File: config.mk
export PLATFORM = sky130hd
export DESIGN_NAME = alu_op_sequencer
export DESIGN_NICKNAME = d
export VERILOG_FILES = /design/src/rtl/alu_pkg.sv /design/src/rtl/mul_seq_32b.sv /design/src/rtl/alu_op_sequencer.sv
export SDC_FILE = /design/constraint.sdc
export NUM_CORES = 1
export LEC_CHECK = 0
export CAP_MARGIN = 5
export CELL_PAD_IN_SITES_DETAIL_PLACEMENT = 1
export CELL_PAD_IN_SITES_GLOBAL_PLACEMENT = 1
export CORE_MARGIN = 5
export CORE_UTILIZATION = 42
export DETAILED_ROUTE_END_ITERATION = 10
export DONT_BUFFER_PORTS = 1
export PLACE_DENSITY = 0.86
export SYNTH_ARGS = -nofsm -noshare
export SYNTH_HDL_FRONTEND = slang
export SYNTH_HIERARCHICAL = 1
export SYNTH_SLANG_ARGS = --single-unit
File: constraint.sdc
create_clock -name clk -period 2.3 [get_ports clk]
set_input_delay 0.23 -clock clk [delete_from_list [all_inputs] [get_ports clk]]
set_output_delay 0.23 -clock clk [all_outputs]
set_load 0.01 [all_outputs]
File: src/rtl/alu_pkg.sv
// alu_pkg: shared opcodes, FSM state encodings and width default for the ALU control stage
package alu_pkg;
   localparam int WIDTH = 32;
   localparam logic [2:0] OP_AND  = 3'b000;
   localparam logic [2:0] OP_OR   = 3'b001;
   localparam logic [2:0] OP_XOR  = 3'b010;
   localparam logic [2:0] OP_NOR  = 3'b011;
   localparam logic [2:0] OP_ADD  = 3'b100;
   localparam logic [2:0] OP_SUB  = 3'b101;
   localparam logic [2:0] OP_SLT  = 3'b110;
   localparam logic [2:0] OP_MULT = 3'b111;
   localparam logic [1:0] S_IDLE = 2'd0;
   localparam logic [1:0] S_EXEC = 2'd1;
   localparam logic [1:0] S_MUL  = 2'd2;
   localparam logic [1:0] S_DONE = 2'd3;
endpackage

File: src/rtl/mul_seq_32b.sv
// mul_seq_32b: unsigned shift-add multiplier datapath, one iteration per step, last once all WIDTH iterations are done
module mul_seq_32b #(
   parameter int WIDTH = alu_pkg::WIDTH,
   parameter int CNT_W = 6
) (
   input  logic               clk,
   input  logic               reset,
   input  logic               load,
   input  logic               step,
   input  logic [WIDTH-1:0]   a,
   input  logic [WIDTH-1:0]   b,
   output logic               last,
   output logic [2*WIDTH-1:0] prod
);
   logic [CNT_W-1:0] cnt;
   logic [WIDTH:0]   sum;
   assign sum  = {1'b0, prod[2*WIDTH-1:WIDTH]} + {1'b0, a};
   assign last = cnt == CNT_W'(WIDTH);
   always_ff @(posedge clk) begin
      if (reset) begin
         prod <= '0;
         cnt  <= '0;
      end else if (load) begin
         prod <= {{WIDTH{1'b0}}, b};
         cnt  <= '0;
      end else if (step) begin
         prod <= prod[0] ? {sum, prod[WIDTH-1:1]} : {1'b0, prod[2*WIDTH-1:1]};
         cnt  <= cnt + 1'b1;
      end
   end
endmodule

File: src/rtl/alu_op_sequencer.sv
// alu_op_sequencer: ALU operand latch, result mux/capture and MULT sequencing; ALU_FLAGS_EN adds zero/ovf/carry outputs
module alu_op_sequencer import alu_pkg::*; #(
   parameter int WIDTH = alu_pkg::WIDTH,
   parameter int CNT_W = 6
) (
   input  logic             clk,
   input  logic             reset,
   input  logic             start,
   input  logic [2:0]       op,
   input  logic [WIDTH-1:0] a_in,
   input  logic [WIDTH-1:0] b_in,
   output logic [WIDTH-1:0] a_q,
   output logic [WIDTH-1:0] b_q,
   input  logic [WIDTH-1:0] and_res,
   input  logic [WIDTH-1:0] or_res,
   input  logic [WIDTH-1:0] xor_res,
   input  logic [WIDTH-1:0] nor_res,
   input  logic [WIDTH-1:0] add_res,
   input  logic [WIDTH-1:0] sub_res,
   output logic             busy,
   output logic             done,
   output logic [WIDTH-1:0] result_lo,
   output logic [WIDTH-1:0] result_hi
`ifdef ALU_FLAGS_EN
   ,
   output logic             zero,
   output logic             ovf,
   output logic             carry
`endif
);
   logic [1:0]         state, state_n;
   logic [2:0]         op_q;
   logic [WIDTH-1:0]   exec_res;
   logic [2*WIDTH-1:0] prod;
   logic               accept, mul_last, sub_ovf;
   assign accept  = state == S_IDLE && start;
   assign busy    = state != S_IDLE;
   assign done    = state == S_DONE;
   assign sub_ovf = (a_q[WIDTH-1] != b_q[WIDTH-1]) & (sub_res[WIDTH-1] != a_q[WIDTH-1]);
   always_comb begin
      exec_res = op_q == OP_AND ? and_res :
                 op_q == OP_OR  ? or_res  :
                 op_q == OP_XOR ? xor_res :
                 op_q == OP_NOR ? nor_res :
                 op_q == OP_ADD ? add_res :
                 op_q == OP_SUB ? sub_res :
                 op_q == OP_SLT ? {{(WIDTH-1){1'b0}}, sub_res[WIDTH-1] ^ sub_ovf} : '0;
      state_n  = state == S_IDLE ? (start ? (op == OP_MULT ? S_MUL : S_EXEC) : S_IDLE) :
                 state == S_EXEC ? S_DONE :
                 state == S_MUL  ? (mul_last ? S_DONE : S_MUL) : S_IDLE;
   end
   // b_in is loaded into the product register on the same edge that latches it into b_q
   mul_seq_32b #(.WIDTH(WIDTH), .CNT_W(CNT_W)) u_mul (
      .clk  (clk),
      .reset(reset),
      .load (accept && op == OP_MULT),
      .step (state == S_MUL && !mul_last),
      .a    (a_q),
      .b    (b_in),
      .last (mul_last),
      .prod (prod)
   );
   always_ff @(posedge clk) begin
      if (reset) begin
         state     <= S_IDLE;
         op_q      <= '0;
         a_q       <= '0;
         b_q       <= '0;
         result_lo <= '0;
         result_hi <= '0;
      end else begin
         if (accept) begin
            a_q  <= a_in;
            b_q  <= b_in;
            op_q <= op;
         end
         if (state == S_EXEC) begin
            result_lo <= exec_res;
            result_hi <= '0;
         end
         if (state == S_MUL && mul_last) begin
            result_lo <= prod[WIDTH-1:0];
            result_hi <= prod[2*WIDTH-1:WIDTH];
         end
         state <= state_n;
      end
   end
`ifdef ALU_FLAGS_EN
   logic add_ovf;
   assign add_ovf = (a_q[WIDTH-1] == b_q[WIDTH-1]) & (add_res[WIDTH-1] != a_q[WIDTH-1]);
   always_ff @(posedge clk) begin
      if (reset) begin
         zero  <= 1'b0;
         ovf   <= 1'b0;
         carry <= 1'b0;
      end else if (state == S_EXEC) begin
         zero  <= exec_res == '0;
         ovf   <= op_q == OP_ADD ? add_ovf : op_q == OP_SUB ? sub_ovf : 1'b0;
         carry <= 1'b0;
      end else if (state == S_MUL && mul_last) begin
         zero  <= prod == '0;
         ovf   <= 1'b0;
         carry <= prod[2*WIDTH-1:WIDTH] != '0;
      end
   end
`endif
endmodule

==> run_results.csv, run 1 <==
group,metric,value,unit
detailed_routing,antenna_left,0,
worst_setup_path,path_max_fanout,3,
power,powerDensity,724,mW/mm^2
yosys,synth-edff-count,0,
sta,setup_tns,-573,ps
clock_tree,cts_tree,"built",
yosys,syn_inst,1410,
global_route,gr-usage-all-layers,0.280,
sta,relSlewSlack,0.434,
clock_tree,numCtsBuffers,25,
sta,fin_crit,2450,ps
detailed_routing,drt_wl_total,47.6,mm
sta,fmax,409,MHz
worst_hold_path,hold_class,"in2reg",
sta,hold_ws,-223,ps
yosys,ys.flop_type,"dfxtp_1",
layout,multi_input_area,0.00727,mm^2
sta,skew,14.8,ps
worst_setup_path,end_kind,"flip-flop",
yosys,ys_ff_latch,203,
yosys,async_flop_share,0,
layout,most-common-layout-cells,"192 x nand2_1, 186 x dfxtp_1, 173 x a21oi_1, 140 x nor2_1, 118 x buf_4",
yosys,syn_nets,1711,
worst_setup_path,critPathRequiredTime,2710,ps
yosys,syn_area,0.0116,mm^2
detailed_routing,dr_total_vias,11600,
power,ir_drop,0.510,mV
floorplanning,core-area,0.0271,mm^2
worst_setup_path,cp-start-kind,"flip-flop",
power,p_leak,5.12,nW
clock_tree,cts_buffer_depth,3,
sta,post-route-period-util,1.06,
layout,fill_cells,3165,
detailed_routing,wire_per_inst,25.9,um
sta,fin_ws,-145,ps
layout,drive_gt1_frac,0.216,
layout,register_area,0.00409,mm^2
detailed_routing,drc,0,
global_route,grt_pass1_vias,12200,
layout,layout_commonest_cell,"nand2_1",
global_route,grt_max_degree,169,
yosys,synth_cell_type_count,68,
job,maxCapViolCount,0,
detailed_routing,drtPass1Iterations,5,
floorplanning,die_width,176,um
floorplanning,fp-row-count,60,
sta,max_slew.worst_pin.slew,849,ps
worst_setup_path,crit_arrival,2860,ps
placed_design,io_buffers,0,
placed_design,place.gp.congestion,0.914,
clock_tree,cts_sinks,203,
global_route,gr-total-overflow,0,
detailed_routing,drt_iter0_drc,793,
sta,hold_violations,164,
sta,rsz0062_at_grt,"yes",
floorplanning,boundaryPins,392,
global_route,antenna_found_initial,8,
global_route,grt_first_pass_wirelength,70.1,mm
placed_design,place_hpwl,33.6,mm
sta,finalSetupViolations,10,
yosys,avgSynthCellArea,8.22,um^2
run_status,status,"complete, but fails checks",
floorplanning,die_area,0.0310,mm^2
sta,slew_viol_final,0,
floorplanning,fp.dieH,176,um
floorplanning,start_util,0.428,
clock_tree,cts_root_buf,"clkbuf_16",
clock_tree,clk_latency,520,ps
clock_tree,clkTransAtPathRegs,60,ps
worst_setup_path,crit_type,"reg2reg",
detailed_routing,via_per_inst,6.29,
clock_tree,htree_num_levels,1,
layout,final_nets,1745,
yosys,yosysSeqAreaShare,0.350,
yosys,ys_warn_count,6,
layout,area_growth,19.8,%
run_status,violations,"negative hold slack, negative setup slack",
-- cell usage after synthesis, drive strengths merged (9+ instances only) --
cell	number	area share
a22oi	30	0.019
dfxtp	203	0.35
xnor2	20	0.015
nor2	141	0.046
clkbuf	74	0.024
o211ai	9	0.0058
buf	51	0.027
nor3	37	0.016
a21o	17	0.011
a21oi	187	0.082
inv	16	0.0052
mux2	30	0.029
nand2	198	0.064
ha	38	0.041
o21ai	35	0.015
a221oi	33	0.025
o221a	30	0.029
nand3	42	0.019
nor4	31	0.033
mux2i	84	0.073
a211oi	14	0.0091
xor2	11	0.0083
-- critical path: stages, from the launching register on --
cell and delay (ps):
dfxtp_1 350, ha_1 340, nand3_4 90, a2111oi_4 420, o211ai_1 210, nand2_2 170
a21o_1 170, xor2_1 190, mux2i_1 100, a211oi_1 290
-- per-stage QoR --
stage / instances / util / power [mW] / instance area (um^2) / setup slack (ps)
2_1_floorplan: 1410 / - / 5.19 / 11600 / 22.6
3_3_place_gp: 1768 / 0.458 / 5.58 / 12400 / -142
3_5_place_dp: 1768 / 0.458 / 5.67 / 12400 / -213
4_1_cts: 1824 / 0.501 / 10.0 / 13600 / -2.16
5_1_grt: 1841 / 0.513 / 10.4 / 13900 / -205
6_report: 1841 / 0.513 / 10.1 / 13900 / -145
-- cell type report --
type                            count  share of cell area
Clock buffer                       34              0.0526
Antenna cell                        7             0.00126
Tap cell                          372              0.0335
Multi-Input combinational cell   1066               0.523
Inverter                           16             0.00459
Clock inverter                     11              0.0118
Sequential cell                   203               0.294
Timing Repair Buffer              132              0.0787
-- state kept, by name, indices dropped and copies added, names as in the netlist --
signal and flops:
result_hi 32, state 2, u_mul/cnt 6, op_q 3, a_q 32, u_mul/prod 64
b_q 32, result_lo 32
-- kinds of logic (layout without fill, tap and decap cells) --
| logic type | Yosys count | in the layout | synth area share |
|---|---|---|---|
| fa+ha+maj | 39 | 39 | 0.0427 |
| buf+inv | 141 | 193 | 0.0564 |
| simple gates | 487 | 487 | 0.199 |
| mux | 114 | 114 | 0.102 |
| xor+xnor | 31 | 31 | 0.0234 |
| other cells | 0 | 7 | 0 |
| compound gates | 395 | 395 | 0.226 |
| flops | 203 | 203 | 0.350 |
-- report_power, final --
group | leakage (nW) | total, mW | switching [mW] | internal (mW)
clock | 0.437 | 4.30 | 1.63 | 2.67
combinational | 3.02 | 1.80 | 1.02 | 0.774
sequential | 1.66 | 3.97 | 0.260 | 3.71
total | 5.12 | 10.1 | 2.91 | 7.15
-- worst paths after layout --
| kind | depth (start not counted) | from | slack [ps] | to |
|---|---|---|---|---|
| worst max register to register | 9 | a_q[1] | -150 | u_mul/prod[52] |
| worst min register to register | 2 | b_q[29] | 500 | b_q[29] |
| worst max-delay path | 9 | a_q[1] | -150 | u_mul/prod[52] |
| worst min-delay path | 1 | reset | -220 | result_lo[23] |
-- what timing repair did --
| action | in CTS | in global routing |
|---|---|---|
| hold buffers | 3 | 3 |
| hold endpoints to repair | 167 | 164 |
| setup endpoints to repair | 22 | 26 |
| gates cloned | 0 | 1 |
| resized for setup | 29 | 52 |
| pin swaps | 17 | 22 |
| setup buffers | 8 | 7 |
-- metal layers --
layer	up-vias	share of wire	routed length, um	track usage
li1	5174	-	-	-
met2	546	0.48	23000	0.488
met4	0	0.059	2810	0.141
met3	177	0.085	4030	0.0797
met1	5685	0.37	17700	0.312
met5	-	0	0	0
(Power assumes the default switching activity.)
==> inputs of run 2 (changes only) <==
CAP_MARGIN = not set   (was 5)
==> results of run 2 <==
No change in the layout: final DEF, timing and power equal those of run 1.
==> inputs of run 3 (changes only) <==
CTS_CLUSTER_DIAMETER = 100   (was not set)
==> results of run 3 <==
No change in the layout: final DEF, timing and power equal those of run 1.
